$ cat src/rtl/uart_tx_pkg.sv
// Shared definitions for the UART transmitter: FSM state encoding and default geometry.
package uart_tx_pkg;

    localparam int DEF_DATA_WIDTH   = 8;
    localparam int DEF_CLKS_PER_BIT = 1;

    typedef enum logic [2:0] {
        ST_IDLE   = 3'd0,
        ST_START  = 3'd1,
        ST_DATA   = 3'd2,
        ST_PARITY = 3'd3,
        ST_STOP   = 3'd4
    } tx_state_e;

endpackage

$ cat src/rtl/uart_bit_timer.sv
// Bit-period counter: counts 0..CLKS_PER_BIT-1 while enabled and pulses bit_tick on the wrap cycle.
module uart_bit_timer #(
    parameter int CLKS_PER_BIT = 1
) (
    input  logic clk,
    input  logic reset,
    input  logic enable,
    input  logic clear,
    output logic bit_tick
);

    localparam int CW = (CLKS_PER_BIT > 1) ? $clog2(CLKS_PER_BIT) : 1;
    localparam logic [CW-1:0] LAST = CW'(CLKS_PER_BIT - 1);

    logic [CW-1:0] cnt;

    assign bit_tick = enable && (cnt == LAST);

    always_ff @(posedge clk) begin
        if (reset || clear) begin
            cnt <= '0;
        end else if (enable) begin
            cnt <= bit_tick ? '0 : cnt + 1'b1;
        end
    end

endmodule

$ cat src/rtl/uart_tx_gen.sv
// UART transmitter with a one-entry holding buffer so back-to-back frames leave no idle gap.
module uart_tx_gen
    import uart_tx_pkg::*;
#(
    parameter int DATA_WIDTH   = DEF_DATA_WIDTH,
    parameter int CLKS_PER_BIT = DEF_CLKS_PER_BIT
) (
    input  logic                  clk,
    input  logic                  reset,
    input  logic [DATA_WIDTH-1:0] P_DATA,
    input  logic                  Data_Valid,
    input  logic                  PAR_EN,
    input  logic                  PAR_TYP,
    input  logic                  STOP2,
    output logic                  TX_READY,
    output logic                  busy,
    output logic                  TX_OUT,
    output logic                  frame_done
);

    localparam logic [3:0] LAST_IDX = 4'(DATA_WIDTH - 1);

    tx_state_e             state;
    logic [3:0]            bit_idx;
    logic [DATA_WIDTH-1:0] shifter;
    logic                  par_en_r, par_bit_r, stop2_r;
    logic [DATA_WIDTH-1:0] buf_data;
    logic                  buf_full, buf_par_en, buf_par_typ, buf_stop2;
    logic                  bit_tick, accept, last_stop, load_buf, load_in;

    function automatic logic calc_parity(input logic [DATA_WIDTH-1:0] d, input logic odd);
        return (^d) ^ odd;
    endfunction

    assign TX_READY   = !buf_full;
    assign busy       = (state != ST_IDLE);
    assign accept     = Data_Valid && !buf_full;
    assign last_stop  = (state == ST_STOP) && bit_tick && (bit_idx[0] || !stop2_r);
    assign frame_done = last_stop;
    // A full buffer reloads at the last stop edge; otherwise a fresh word can start directly.
    assign load_buf   = last_stop && buf_full;
    assign load_in    = accept && ((state == ST_IDLE) || last_stop);

    uart_bit_timer #(.CLKS_PER_BIT(CLKS_PER_BIT)) u_timer (
        .clk      (clk),
        .reset    (reset),
        .enable   (busy),
        .clear    (!busy),
        .bit_tick (bit_tick)
    );

    always_ff @(posedge clk) begin
        if (reset) begin
            state    <= ST_IDLE;
            bit_idx  <= '0;
            buf_full <= 1'b0;
            TX_OUT   <= 1'b1;
        end else begin
            if (load_buf || load_in) begin
                state  <= ST_START;
                TX_OUT <= 1'b0;
            end else if (bit_tick) begin
                case (state)
                    ST_START: begin
                        state   <= ST_DATA;
                        TX_OUT  <= shifter[0];
                        bit_idx <= '0;
                    end
                    ST_DATA: begin
                        if (bit_idx == LAST_IDX) begin
                            bit_idx <= '0;
                            if (par_en_r) begin
                                state  <= ST_PARITY;
                                TX_OUT <= par_bit_r;
                            end else begin
                                state  <= ST_STOP;
                                TX_OUT <= 1'b1;
                            end
                        end else begin
                            bit_idx <= bit_idx + 4'd1;
                            TX_OUT  <= shifter[0];
                        end
                    end
                    ST_PARITY: begin
                        state   <= ST_STOP;
                        TX_OUT  <= 1'b1;
                        bit_idx <= '0;
                    end
                    ST_STOP: begin
                        if (last_stop) state <= ST_IDLE;
                        else           bit_idx <= bit_idx + 4'd1;
                    end
                    default: state <= ST_IDLE;
                endcase
            end

            if (load_buf)
                buf_full <= 1'b0;
            else if (accept && !load_in)
                buf_full <= 1'b1;
        end
    end

    // Frame configuration is latched at load time so mid-frame input changes are ignored.
    always_ff @(posedge clk) begin
        if (load_buf) begin
            shifter   <= buf_data;
            par_en_r  <= buf_par_en;
            par_bit_r <= calc_parity(buf_data, buf_par_typ);
            stop2_r   <= buf_stop2;
        end else if (load_in) begin
            shifter   <= P_DATA;
            par_en_r  <= PAR_EN;
            par_bit_r <= calc_parity(P_DATA, PAR_TYP);
            stop2_r   <= STOP2;
        end else if (bit_tick && (state == ST_START || state == ST_DATA)) begin
            shifter <= shifter >> 1;
        end

        if (accept && !load_in) begin
            buf_data    <= P_DATA;
            buf_par_en  <= PAR_EN;
            buf_par_typ <= PAR_TYP;
            buf_stop2   <= STOP2;
        end
    end

endmodule

$ cat config.mk
export PLATFORM = sky130hd
export DESIGN_NAME = uart_tx_gen
export DESIGN_NICKNAME = d
export VERILOG_FILES = /design/src/rtl/uart_tx_pkg.sv /design/src/rtl/uart_bit_timer.sv /design/src/rtl/uart_tx_gen.sv
export SDC_FILE = /design/constraint.sdc
export NUM_CORES = 1
export LEC_CHECK = 0
export CORE_UTILIZATION = 40
export DETAILED_ROUTE_END_ITERATION = 8
export GPL_ROUTABILITY_DRIVEN = 0
export GPL_TIMING_DRIVEN = 0
export SYNTH_ARGS = -nofsm -noshare
export SYNTH_HDL_FRONTEND = slang
export SYNTH_HIERARCHICAL = 1
export SYNTH_SLANG_ARGS = --single-unit
$ cat constraint.sdc
create_clock -name clk -period 2.43 [get_ports clk]
set_input_delay 0.486 -clock clk [delete_from_list [all_inputs] [get_ports clk]]
set_output_delay 0.486 -clock clk [all_outputs]
set_load 0.05 [all_outputs]
==> flow_metrics.tcl, run 1 <==
set metrics [dict create \
    mean_cell_area_of_the_mapped_netlist_um2 11.71 \
    period_share_pct 97.29 \
    grt_first_pass_wirelength_mm 5.133 \
    maxClockFrequency_mhz 423.0 \
    core_um2 4000 \
    route.detailed.vias_per_inst 5.115 \
    critical_path.max_fanout 8 \
    cell_type_with_the_highest_aggregate_area_in_the_netlist "edfxtp_1" \
    worst_hold_path_type "reg2reg" \
    p_leak_nw 0.7439 \
    final-instance-count-excl-fill 218 \
    cts_buffer_depth 2 \
    critical_path.endpoint_type "primary output" \
    antenna_cells_inserted 0 \
    hold_ws_ps 529.1 \
    post-route-min-period_ps 2364 \
    synth.yosys.seq_area_share_pct 51.77 \
    grt.overflow.total 0 \
    timing.slew.headroom_pct 59.24 \
    dp.cells 209 \
    totalWireLength_mm 3.093 \
    final_nets 182 \
    final_util_pct 50.86 \
    worstSkewPairLatency_ps 280 \
    drtIter0Drc 52 \
    number_of_antenna_violations_at_the_first_check_in_global_routing 0 \
    timing_hold_violations_final 0 \
    worst-slew-pin-transition_ps 609.3 \
    clock_tree_from_tritoncts "done" \
    dp_worst_setup_slack_ps -204.1 \
    drcViolationCount 0 \
    synthMostInstantiatedCell "edfxtp_1" \
    ctsRootBufferMaster "clkbuf_8" \
    synth.net_count 157 \
    number_of_warnings_printed_during_yosys_synthesis 6 \
    ys_async_sr_fraction_pct 0 \
    timing.final.setup_violations 0 \
    area_growth_from_synthesis_to_layout_pct 22.35 \
    detail-route-antenna-nets 0 \
    ios 18 \
    critical_path_class "reg2out" \
    grt_max_degree 13 \
    synth-main-ff-cell "edfxtp_1" \
    rsz0062_at_grt "yes" \
    cap_violations 0 \
    critical_path.startpoint_type "register" \
    clock_skew_ps 8.024 \
    run_status "finished clean" \
    first_global_vias 1081 \
    worst_ir_drop_vdd_v 0.0004431 \
    cp.arrival_ps 1880 \
    firstDrtPassIters 4 \
    synth_top_cell_area_share_pct 39.73 \
    slew_viol_final 0 \
    average_detailed_routed_wire_length_per_instance_um 14.19 \
    synth_enable_flop_cells 22 \
    floorplan.die_area_um2 4419 \
    cts.htree.levels 2 \
    via_count 1115 \
    detailed_place_hpwl_mm 2.331 \
    post_route_cells_drive_above_1_share_pct 19.05 \
    post_synth_num_cell_types 39 \
    syn_inst 142 \
    cts_sinks 32 \
    initial_core_util_pct 41.57 \
    timing.final.ws_setup_ps 65.97 \
    synth_common_cells "edfxtp_1, nor2_1, xnor2_1" \
    io_buffer_count 17 \
    required_ps 1940 \
    die_w_um 66.48 \
    postSynthRegisterBits 32 \
    rows 23 \
    mappedNetlistArea_um2 1663 \
    cts-buffers-inserted 5 \
    synth_top_cells_by_area "edfxtp_1, dfxtp_1, xnor2_1" \
    clk_pin_slew_ps 60 \
    die_h_um 66.48 \
    gr-usage-all-layers_pct 16.14 \
    pwr_density_cell_nw_per_um2 786.4 \
]
[report_power, final]
part / switching, W / total (W) / internal, W
sequential: 0.0000317 / 0.000708 / 0.000676
combinational: 0.000227 / 0.000393 / 0.000166
clock: 0.000196 / 0.000499 / 0.000303
total: 0.000455 / 0.00160 / 0.00114
[cell type report]
cell class / count / area, um2
fill: 357 / 1966
sequential: 32 / 860.8
multi-input combinational: 99 / 769.5
timing repair buffer: 18 / 175.2
clock buffer: 5 / 68.82
tap: 50 / 62.56
clock inverter: 3 / 42.54
buffer: 4 / 28.78
inverter: 7 / 26.28
[per-stage QoR]
step / area, um2 / power, W / TNS (ps)
2_1_floorplan: 1675 / 0.0009961 / 0
3_3_place_gp: 1908 / 0.001094 / -175.1
3_5_place_dp: 1908 / 0.001107 / -204.1
4_1_cts: 2014 / 0.001610 / 0
5_1_grt: 2034 / 0.001682 / -45.83
6_report: 2034 / 0.001600 / 0
[final timing paths]
path,startpoint,end,slack (ps),cells after the start
worst max-delay path,state[0],busy,70,4
worst min-delay path,bit_idx[1],bit_idx[1],530,2
worst max register to register,state[2],shifter[6],280,10
worst min register to register,bit_idx[1],bit_idx[1],530,2
[timing repair]
action / in CTS / in global routing
pin swaps: 0 / 0
buffers inserted: 0 / 1
endpoints found under the setup margin: 1 / 20
gates resized for setup: 5 / 3
hold buffers: 0 / 0
[flip-flops by register name, summed over array words and instances (netlist names)]
name         cells
TX_OUT           1
bit_idx          4
buf_data         8
buf_full         1
buf_par_en       1
buf_par_typ      1
buf_stop2        1
par_bit_r        1
par_en_r         1
shifter          8
state            3
stop2_r          1
u_timer/cnt      1
[metal layers]
layer / vias to the layer above / track usage (%) / part of all wire [%]
li1: 552 / - / -
met1: 532 / 18.74 / 44
met2: 27 / 27.81 / 52
met3: 4 / 5.137 / 3.4
met4: 0 / 5.585 / 0.91
met5: - / 0 / 0
[logic make-up after synthesis]
logic type	after synthesis	synth area share [%]
AND/OR/NAND/NOR	41	15.73
flip-flops	32	51.77
AO/OA/AOI/OAI	25	10.46
XOR/XNOR	19	10.01
multiplexers	13	7.976
buffers and inverters	11	3.311
adder cells (fa/ha/maj)	1	0.7523
[critical path, stage by stage (launching register included)]
cell and delay [ps]:
dfxtp_1 300, buf_4 170, nor3_4 280, inv_2 130, clkdlybuf4s50_1 720
[layout by cell type, fill, tap and decap left out, drive strengths merged, types with 2 or more instances in the layout]
cell type | synthesis | layout
o21ai | 5 | 5
dfxtp | 10 | 10
nor4b | 2 | 2
inv | 7 | 7
buf | 3 | 4
clkbuf | 1 | 7
xnor2 | 15 | 15
mux2i | 11 | 11
edfxtp | 22 | 22
nand2 | 5 | 5
xor2 | 4 | 4
nor2 | 16 | 16
clkdlybuf4s50 | 0 | 16
nand4 | 2 | 2
a21oi | 15 | 15
nand2b | 4 | 4
nor3 | 6 | 6
mux2 | 2 | 2
Note: power is estimated with default switching activity, not from simulation.
==> run 2, diff against run 1 <==
Settings changed: SLEW_MARGIN from default to 20.
Clock period 2.43 ns to 2.2 ns, I/O delays scaled along.
==> flow_metrics.tcl, run 2 (synthesized netlist as in run 1, its figures left out) <==
set metrics [dict create \
    detail-route-antenna-nets 0 \
    route.detailed.vias_per_inst 5.068 \
    grt.overflow.total 0 \
    gr-usage-all-layers_pct 15.93 \
    global_route.usage.met1_pct 18.64 \
    post-route-min-period_ps 2092 \
    detailed_place_hpwl_mm 2.231 \
    area_growth_from_synthesis_to_layout_pct 24.00 \
    cts_buffer_depth 2 \
    period_share_pct 95.08 \
    p_switching_w 0.0004907 \
    met3_usage_pct 4.281 \
    internal_power_w 0.001170 \
    clk_pin_slew_ps 60 \
    final_util_pct 51.55 \
    critical_path.startpoint_type "register" \
    register_area_um2 860.8 \
    comb_power_share_pct 27.4 \
    clock_tree_from_tritoncts "done" \
    antenna_cells_inserted 0 \
    cts_sinks 32 \
    ios 18 \
    die_h_um 66.48 \
    cts.htree.levels 2 \
    clock_skew_ps 6.818 \
    cp.arrival_ps 1650 \
    mostFrequentLayoutCells "edfxtp_1, nor2_1, xnor2_1, clkdlybuf4s50_1, a21oi_1" \
    totalWireLength_mm 3.076 \
    worst_ir_drop_vdd_v 0.0005297 \
    post_route_cells_drive_above_1_share_pct 18.82 \
    pwr_density_cell_nw_per_um2 805.5 \
    die_w_um 66.48 \
    critical_path.max_fanout 9 \
    dp_worst_setup_slack_ps -333.1 \
    power.clock.fraction_pct 25.6 \
    drtIter0Drc 51 \
    timing.final.ws_setup_ps 108.2 \
    postPlaceCellArea_um2 1914 \
    number_of_antenna_violations_at_the_first_check_in_global_routing 0 \
    grt_first_pass_wirelength_mm 5.161 \
    cap_violations 0 \
    first_global_vias 1117 \
    hold_ws_ps 530.7 \
    floorplan.die_area_um2 4419 \
    worstSkewPairLatency_ps 280 \
    rows 23 \
    p_leak_nw 0.7563 \
    drcViolationCount 0 \
    core_um2 4000 \
    timing_hold_violations_final 0 \
    global_route.usage.met2_pct 27.30 \
    firstDrtPassIters 4 \
    multi_input_comb_area_um2 769.5 \
    required_ps 1760 \
    maxClockFrequency_mhz 478.1 \
    swShare_pct 29.55 \
    busiest_layer "met2" \
    timing.final.setup_violations 0 \
    p_seq_share_pct 47.0 \
    cts-buffers-inserted 5 \
    worst-slew-pin-transition_ps 509.6 \
    timing.slew.headroom_pct 65.92 \
    slew_viol_final 0 \
    layout.filler_cells 348 \
    initial_core_util_pct 41.57 \
    leading_registers_by_flop_count "buf_data x8, shifter x8, bit_idx x4" \
    most_frequent_standard_cell_in_the_layout_excluding_fill_and_tap_cells "edfxtp_1" \
    worst_hold_path_type "reg2reg" \
    run_status "finished clean" \
    area_of_all_placed_cells_without_fillers_um2 2062 \
    report.power.total_w 0.001661 \
    grt_max_degree 13 \
    average_detailed_routed_wire_length_per_instance_um 13.98 \
    io_buffer_count 17 \
    post_cts_hold_buffer_count 0 \
    rsz0062_at_grt "yes" \
    ctsRootBufferMaster "clkbuf_8" \
    final_nets 184 \
    critical_path_class "reg2out" \
    critical_path.endpoint_type "primary output" \
    via_count 1115 \
]
## run 2: cell count changes in the layout (fill, tap and decap cells not counted), sizes merged
cell	before	now
buf	4	8
bufinv	1	0
clkdlybuf4s50	16	15
clkinvlp	1	0
dlygate4sd2	0	1
## run 2: worst max-delay path, stage by stage, from the launching register on
cell     delay, ps
dfxtp_1        330
buf_6          150
nor3_4          70
inv_2          120
nor2b_4        260
nand4_4        150
inv_4          140
buf_8          150
## run 2: worst paths after layout
check | start | slack, ps | cells after the start | to
worst max register to register | state[1] | 180 | 8 | par_en_r
worst min-delay path | u_timer/cnt | 530 | 1 | u_timer/cnt
worst max-delay path | state[1] | 110 | 7 | frame_done
worst min register to register | u_timer/cnt | 530 | 1 | u_timer/cnt
## run 2: layout make-up
class | instances | area share [%]
Sequential cell | 32 | 41.75
Inverter | 7 | 1.396
Multi-Input combinational cell | 99 | 37.32
Buffer | 4 | 1.820
Timing Repair Buffer | 20 | 10.74
Clock inverter | 1 | 0.2427
Tap cell | 50 | 3.034
Clock buffer | 7 | 3.701
## run 2: metal layers
metal / up-vias / routed length (um)
li1: 561 / -
met1: 533 / 1397
met2: 16 / 1526
met3: 5 / 110
met4: 0 / 42
met5: - / 0
## run 2: per-stage QoR
stage               cells  setup TNS [ps]
finish                220               0
global route          220          -1.081
CTS                   217               0
detailed placement    209           -1953
global placement      209           -1682
floorplan             142               0
## run 2: power groups by stage
| stage | logic [W] | clock network [W] | registers (W) |
|---|---|---|---|
| after floorplan | 0.000308 | 0 | 0.000795 |
| after global routing | 0.000497 | 0.000460 | 0.000788 |
| after CTS | 0.000429 | 0.000437 | 0.000781 |
| after global placement | 0.000420 | 0 | 0.000792 |
| after detailed placement | 0.000425 | 0 | 0.000793 |
| final | 0.000455 | 0.000425 | 0.000780 |
## run 2: repair_timing
| action | 4_1_cts | 5_1_grt |
|---|---|---|
| pin swaps | 0 | 2 |
| resized for setup | 10 | 5 |
| setup buffers | 0 | 3 |
| setup endpoints to repair | 14 | 19 |
